## src/rtl/square_animator_pkg.sv

```systemverilog
// Shared screen geometry, colour table and start-position helpers for the
// bouncing-square animator.
package square_animator_pkg;

  localparam int H_RES = 640;
  localparam int V_RES = 480;
  localparam int X_W   = 10;
  localparam int Y_W   = 9;
  localparam int C_W   = 11;

  typedef logic [C_W-1:0] coord_t;

  typedef enum logic [1:0] {C_RED, C_GREEN, C_BLUE, C_YELLOW} color_e;

  // One bit per channel; expanded to full scale at the output register.
  typedef struct packed {
    logic r;
    logic g;
    logic b;
  } rgb_mask_t;

  typedef struct packed {
    logic [X_W-1:0] x;
    logic [Y_W-1:0] y;
    logic           dx;
    logic           dy;
  } sq_state_t;

  function automatic rgb_mask_t color_mask(input int idx);
    rgb_mask_t m;
    color_e    c;
    m = '0;
    c = color_e'(2'(idx % 4));
    case (c)
      C_RED:    m.r = 1'b1;
      C_GREEN:  m.g = 1'b1;
      C_BLUE:   m.b = 1'b1;
      C_YELLOW: begin m.r = 1'b1; m.g = 1'b1; end
      default:  m = '0;
    endcase
    return m;
  endfunction

  function automatic int start_x(input int idx);
    return 120 + 80 * idx;
  endfunction

  function automatic int start_y(input int idx);
    return 40 + 80 * idx;
  endfunction

endpackage

```

## src/rtl/square_animator_if.sv

```systemverilog
// Pixel-side bundle between the VGA timing generator and the square animator.
interface square_animator_if
  import square_animator_pkg::*;
#(
  parameter int COLOR_W = 4
) ();
  logic               i_pix_stb;
  logic [X_W-1:0]     i_x;
  logic [Y_W-1:0]     i_y;
  logic               i_blank;
  logic               i_animate;
  logic               i_enable;
  logic               i_blend;
  logic [COLOR_W-1:0] o_r;
  logic [COLOR_W-1:0] o_g;
  logic [COLOR_W-1:0] o_b;
  logic               o_collide;

  modport master (
    output i_pix_stb, i_x, i_y, i_blank, i_animate, i_enable, i_blend,
    input  o_r, o_g, o_b, o_collide
  );

  modport slave (
    input  i_pix_stb, i_x, i_y, i_blank, i_animate, i_enable, i_blend,
    output o_r, o_g, o_b, o_collide
  );
endinterface

```

## src/rtl/square_animator_mover.sv

```systemverilog
// One bouncing square: position/direction registers, edge bounce and the
// per-pixel hit test.
module square_mover
  import square_animator_pkg::*;
#(
  parameter int   SQ_SIZE  = 64,
  parameter int   SPEED    = 2,
  parameter int   START_X  = 120,
  parameter int   START_Y  = 40,
  parameter logic START_DX = 1'b1
) (
  input  logic           clk,
  input  logic           rst_n,
  input  logic           move,
  input  logic [X_W-1:0] px,
  input  logic [Y_W-1:0] py,
  output logic           hit
);
  localparam coord_t X_MAX = coord_t'(H_RES - SQ_SIZE);
  localparam coord_t Y_MAX = coord_t'(V_RES - SQ_SIZE);
  localparam coord_t SPD   = coord_t'(SPEED);
  localparam coord_t SQ    = coord_t'(SQ_SIZE);
  localparam sq_state_t RST = '{x: X_W'(START_X), y: Y_W'(START_Y),
                                dx: START_DX, dy: 1'b1};

  sq_state_t st, st_nx;
  coord_t    xc, yc, pxc, pyc, nx, ny;
  logic      ndx, ndy;

  assign xc  = coord_t'(st.x);
  assign yc  = coord_t'(st.y);
  assign pxc = coord_t'(px);
  assign pyc = coord_t'(py);

  // Clamp to the edge and reverse rather than overshoot.
  function automatic void step_axis(input coord_t p, input logic d, input coord_t pmax,
                                    output coord_t np, output logic nd);
    np = p;
    nd = d;
    if (d) begin
      if (p + SPD > pmax) begin np = pmax; nd = 1'b0; end
      else                  np = p + SPD;
    end else begin
      if (p < SPD) begin np = '0; nd = 1'b1; end
      else           np = p - SPD;
    end
  endfunction

  always_comb begin
    nx  = xc;
    ny  = yc;
    ndx = st.dx;
    ndy = st.dy;
    step_axis(xc, st.dx, X_MAX, nx, ndx);
    step_axis(yc, st.dy, Y_MAX, ny, ndy);
    st_nx = '{x: X_W'(nx), y: Y_W'(ny), dx: ndx, dy: ndy};
  end

  always_ff @(posedge clk or negedge rst_n) begin
    if (!rst_n)    st <= RST;
    else if (move) st <= st_nx;
  end

  assign hit = (pxc >= xc) && (pxc < xc + SQ) && (pyc >= yc) && (pyc < yc + SQ);

endmodule

```

## src/rtl/square_animator.sv

```systemverilog
// N_SQ bouncing squares composited per pixel (priority or OR-blend) into
// registered RGB, plus a per-frame overlap flag.
module square_animator
  import square_animator_pkg::*;
#(
  parameter int N_SQ    = 4,
  parameter int SQ_SIZE = 64,
  parameter int SPEED   = 2,
  parameter int COLOR_W = 4
) (
  input logic              i_clk,
  input logic              i_rst_n,
  square_animator_if.slave bus
);
  logic [N_SQ-1:0]    hit;
  logic               move, coll_now;
  rgb_mask_t          pri_m, or_m, px_m;
  logic [COLOR_W-1:0] r_q, g_q, b_q;
  logic               acc_q, collide_q;

  assign move = bus.i_animate & bus.i_enable;

  for (genvar i = 0; i < N_SQ; i++) begin : g_sq
    square_mover #(
      .SQ_SIZE (SQ_SIZE),
      .SPEED   (SPEED),
      .START_X (start_x(i)),
      .START_Y (start_y(i)),
      .START_DX((i % 2) == 0)
    ) u_mv (
      .clk  (i_clk),
      .rst_n(i_rst_n),
      .move (move),
      .px   (bus.i_x),
      .py   (bus.i_y),
      .hit  (hit[i])
    );
  end

  // Descending scan so the lowest-index hit is the last write and wins.
  always_comb begin
    pri_m = '0;
    or_m  = '0;
    for (int i = N_SQ - 1; i >= 0; i--) if (hit[i]) pri_m = color_mask(i);
    for (int i = 0; i < N_SQ; i++)      if (hit[i]) or_m  = or_m | color_mask(i);
    if (bus.i_blank)      px_m = '0;
    else if (bus.i_blend) px_m = or_m;
    else                  px_m = pri_m;
  end

  assign coll_now = bus.i_pix_stb & ~bus.i_blank & ($countones(hit) >= 2);

  always_ff @(posedge i_clk or negedge i_rst_n) begin
    if (!i_rst_n) begin
      r_q <= '0;
      g_q <= '0;
      b_q <= '0;
    end else if (bus.i_pix_stb) begin
      r_q <= {COLOR_W{px_m.r}};
      g_q <= {COLOR_W{px_m.g}};
      b_q <= {COLOR_W{px_m.b}};
    end
  end

  // The animate pulse closes the frame: the pixel seen in that same cycle
  // still counts toward the frame being reported.
  always_ff @(posedge i_clk or negedge i_rst_n) begin
    if (!i_rst_n) begin
      acc_q     <= 1'b0;
      collide_q <= 1'b0;
    end else if (bus.i_animate) begin
      collide_q <= acc_q | coll_now;
      acc_q     <= 1'b0;
    end else if (coll_now) begin
      acc_q     <= 1'b1;
    end
  end

  assign bus.o_r       = r_q;
  assign bus.o_g       = g_q;
  assign bus.o_b       = b_q;
  assign bus.o_collide = collide_q;

endmodule

```

## src/flat_wrapper.sv

```systemverilog
// flat-port wrapper written by rule: the top's interface ports become plain ports
module square_animator_flat import square_animator_pkg::*;
#(
  parameter int N_SQ    = 4,
  parameter int SQ_SIZE = 64,
  parameter int SPEED   = 2,
  parameter int COLOR_W = 4
)
  (i_clk, i_rst_n, bus_i_pix_stb, bus_i_x, bus_i_y, bus_i_blank, bus_i_animate, bus_i_enable, bus_i_blend, bus_o_r, bus_o_g, bus_o_b, bus_o_collide);
  square_animator_if #(.COLOR_W(COLOR_W)) bus_i ();
  input logic i_clk;
  input logic i_rst_n;
  input wire logic [$bits(bus_i.i_pix_stb)-1:0] bus_i_pix_stb;
  input wire logic [$bits(bus_i.i_x)-1:0] bus_i_x;
  input wire logic [$bits(bus_i.i_y)-1:0] bus_i_y;
  input wire logic [$bits(bus_i.i_blank)-1:0] bus_i_blank;
  input wire logic [$bits(bus_i.i_animate)-1:0] bus_i_animate;
  input wire logic [$bits(bus_i.i_enable)-1:0] bus_i_enable;
  input wire logic [$bits(bus_i.i_blend)-1:0] bus_i_blend;
  output wire logic [$bits(bus_i.o_r)-1:0] bus_o_r;
  output wire logic [$bits(bus_i.o_g)-1:0] bus_o_g;
  output wire logic [$bits(bus_i.o_b)-1:0] bus_o_b;
  output wire logic [$bits(bus_i.o_collide)-1:0] bus_o_collide;
  assign bus_i.i_pix_stb = bus_i_pix_stb;
  assign bus_i.i_x = bus_i_x;
  assign bus_i.i_y = bus_i_y;
  assign bus_i.i_blank = bus_i_blank;
  assign bus_i.i_animate = bus_i_animate;
  assign bus_i.i_enable = bus_i_enable;
  assign bus_i.i_blend = bus_i_blend;
  assign bus_o_r = bus_i.o_r;
  assign bus_o_g = bus_i.o_g;
  assign bus_o_b = bus_i.o_b;
  assign bus_o_collide = bus_i.o_collide;
  square_animator #(.N_SQ(N_SQ), .SQ_SIZE(SQ_SIZE), .SPEED(SPEED), .COLOR_W(COLOR_W)) u_core (.i_clk(i_clk), .i_rst_n(i_rst_n), .bus(bus_i));
endmodule
```

## config.mk

```make
export PLATFORM = sky130hd
export DESIGN_NAME = square_animator_flat
export DESIGN_NICKNAME = d
export VERILOG_FILES = /design/src/rtl/square_animator_pkg.sv /design/src/rtl/square_animator_if.sv /design/src/rtl/square_animator_mover.sv /design/src/rtl/square_animator.sv /design/src/flat_wrapper.sv
export SDC_FILE = /design/constraint.sdc
export NUM_CORES = 1
export LEC_CHECK = 0
export CAP_MARGIN = 10
export CORE_MARGIN = 2
export CORE_UTILIZATION = 30
export CTS_CLUSTER_SIZE = 24
export DETAILED_ROUTE_END_ITERATION = 10
export HOLD_SLACK_MARGIN = 0.15
export SLEW_MARGIN = 40
export SYNTH_ARGS = -nofsm -noshare
export SYNTH_HDL_FRONTEND = slang
export SYNTH_SLANG_ARGS = --single-unit
```

## constraint.sdc

```tcl
create_clock -name i_clk -period 3.1 [get_ports i_clk]
set_input_delay 0.62 -clock i_clk [delete_from_list [all_inputs] [get_ports i_clk]]
set_output_delay 0.62 -clock i_clk [all_outputs]
set_load 0.01 [all_outputs]
```

==> results.toml <==
[final_layout]
fin_util = 0.378
antennaDiodeCount = 0
fin_nets = 1479
fill_cells = 3085
area_growth_pct = 24.7
drive_gt1_frac = 0.193
instances_no_fill = 1719
final_area_mm2 = 0.0115

[worst_setup_path]
critPathCaptureType = "flop"
path_buf_inv = 1
cp.required_ps = 3380
path_class = "flop to flop"
path_common_cell = "ha_4"
critPathCapture = "u_core.bus.o_collide"
crit_family = "adder cells"
slowest_delay_ps = 610
r2r_cells = 15
cp.arrival_ps = 3660
reg2reg_from = "u_core.g_sq[3].u_mv.st[17]"
worst-path-stages = 15
setup.worst_path.start = "u_core.g_sq[3].u_mv.st[17]"
slowest_stage = "dfstp_2"
worst-r2r-setup-slack_ps = -280
cp_max_fo = 4
worst_setup_path_start_kind = "flop"
r2r_end = "u_core.bus.o_collide"
crit_chain = "ha_4, xnor2_4, ha_4, a21oi_2, nand2_1, a21o_1, a221oi_2, buf_4, and4b_2, ha_4, nand2_4, fa_1, a21oi_2, nor2_2, a21oi_1"

[status]
status = "finished with violations"
violations = "setup timing"

[synthesis]
synth_edf_count = 0
syn_area_mm2 = 0.00926
syn-num-nets = 1352
ys_seq_area_frac = 0.223
netlist_top_cells_count = "ha_1, a21oi_1, inv_1, o21ai_0, nand2_1"
synth_seq_cells = 81
yosysTopAreaCell = "ha_1"
synth_top_area_frac = 0.181
syn_avg_cell_area_um2 = 7.77
ys_warn_count = 0
synth_top_flop_cell = "dfrtp_1"
synth_cell_types = 86
syn_inst = 1191
yosys-top-cells-area = "ha_1, dfrtp_1, dfstp_2"
async_reset_ff_frac = 1.00
yosysMostFrequentCell = "ha_1"

[clocking]
clockRootBuffer = "clkbuf_16"
worstSkewPairLatency_ps = 360
tritoncts = "built"
cts_inserted_buffers = 9
path_clk_slew_ps = 70
cts.sinks = 81
cts_buffer_depth = 2
h-tree-depth = 3

[sta]
relSlewSlack = 0.552
setup_violations = 2
finalCriticalPeriod_ps = 3380
fmax_mhz = 296
slew_violations = 0
worst_slack_ps = -281
tns_ps = -501
rsz0062_at_grt = "true"
final-hold-violation-count = 0
worst_pin_slew_ps = 669
skew_ps = 11.9
timing.final.crit_share = 1.09

[routing]
first_iter_violations = 587
ant_nets = 0
via_per_inst = 5.38
firstDrtPassIters = 5
via_count = 9253
wl_um = 25800
wl_per_cell_um = 15.0
drc = 0

[die]
die_y_um = 180
ioPinCount = 39
rows = 64
start_util = 0.303
coreArea_mm2 = 0.0305
die_area_mm2 = 0.0323
die_x_um = 180

[power]
power_frac_comb = 0.691
power.share.clock = 0.109
leakage_nw = 4.95
intPower_mw = 5.58
power_mw = 10.6
vdd_drop_max_uv = 425
sw_frac_of_total = 0.472
p_seq_frac = 0.200
power-per-cell-area_mw_per_mm2 = 916
power.switching_mw = 4.99

[job]
drv_cap = 0

[global_route]
grt_pass1_vias = 8780
grt_antenna_before_repair = 0
grt.overflow.total = 0
grt_max_degree = 47
grt_use_total = 0.160
grt_pass1_wl_um = 43600

[placement]
dpl_cell_area_mm2 = 0.0110
hpwl_um = 19400
portBuffers = 36
routabilityCongestion = 0.885
post-place-cells = 1698

[hold_path]
hold_path.class = "input port to asynchronous set/reset pin"
==> state kept, by name, summed over array words and instances, names as in the netlist <==
signal / cells
u_core.acc_q: 1
u_core.bus.o_g: 1
u_core.bus.o_b: 1
u_core.bus.o_collide: 1
u_core.bus.o_r: 1
u_core.g_sq.u_mv.st: 76
==> power by group through the flow <==
stage	registers [mW]	clock network (mW)	logic, mW
after floorplan	2.03	0	4.62
after global placement	2.10	0	6.84
after detailed placement	2.11	0	6.95
after CTS	2.10	1.19	7.09
after global routing	2.20	1.23	8.16
final	2.12	1.15	7.30
==> how the worst min path moves through the flow <==
stage,startpoint,end,slack (ps),depth (start not counted)
2_1_floorplan,i_rst_n,u_core.acc_q,320,0
3_3_place_gp,u_core.acc_q,u_core.acc_q,480,2
3_5_place_dp,u_core.acc_q,u_core.acc_q,500,2
4_1_cts,i_rst_n,u_core.g_sq[3].u_mv.st[7],260,1
5_1_grt,i_rst_n,u_core.g_sq[3].u_mv.st[7],280,1
6_report,i_rst_n,u_core.g_sq[3].u_mv.st[7],240,1
==> logic make-up after synthesis <==
logic type | synth area share
AOI/OAI and AO/OA | 0.264
xor gates and xnor gates | 0.0312
adders and majority gates | 0.183
buffers and inverters | 0.0739
DFF | 0.223
muxes | 0.00554
and+or+nand+nor | 0.218
==> through the flow <==
step	hold slack, ps	worst slack (ps)
after global placement	480	-708
final	240	-281
after detailed placement	495	-862
after CTS	262	-236
after floorplan	324	-25.3
after global routing	282	-422
==> layer usage <==
| metal | routed length [um] | track usage | up-vias |
|---|---|---|---|
| met1 | 12400 | 0.218 | 4370 |
| met4 | 466 | 0.0452 | 0 |
| met2 | 12200 | 0.263 | 188 |
| met5 | 0 | 0 | - |
| li1 | - | - | 4665 |
| met3 | 820 | 0.0241 | 30 |
==> area by class of cell <==
| cell class | instances | area, um^2 | area share |
|---|---|---|---|
| timing repair buffer | 184 | 1580 | 0.137 |
| multi-input combinational | 945 | 6730 | 0.583 |
| tap | 396 | 495 | 0.0429 |
| sequential | 81 | 2070 | 0.179 |
| clock buffer | 12 | 246 | 0.0213 |
| inverter | 97 | 372 | 0.0322 |
| clock inverter | 4 | 52.6 | 0.00455 |
==> cells in the final DEF (no fill, tap or decap), types with 14 or more instances in the layout <==
master	instances
dfstp_2	32
nor3_1	36
xnor2_1	29
nor2_1	78
clkdlybuf4s50_1	21
nor4_1	15
nand3_1	60
a211oi_1	14
buf_4	139
nand2_1	79
a31oi_1	18
a21oi_1	97
inv_1	90
o211ai_1	17
nand4_1	18
and3_1	16
ha_1	126
o21ai_0	92
o21ai_1	19
dfrtp_1	49
==> timing repair <==
action | CTS | global route
setup buffers | 3 | 2
endpoints found under the setup margin | 3 | 3
hold buffers | 0 | 0
resized for setup | 21 | 30
cloned | 0 | 0
pin swaps | 11 | 12
No activity file was read; power rests on OpenSTA's default activity.
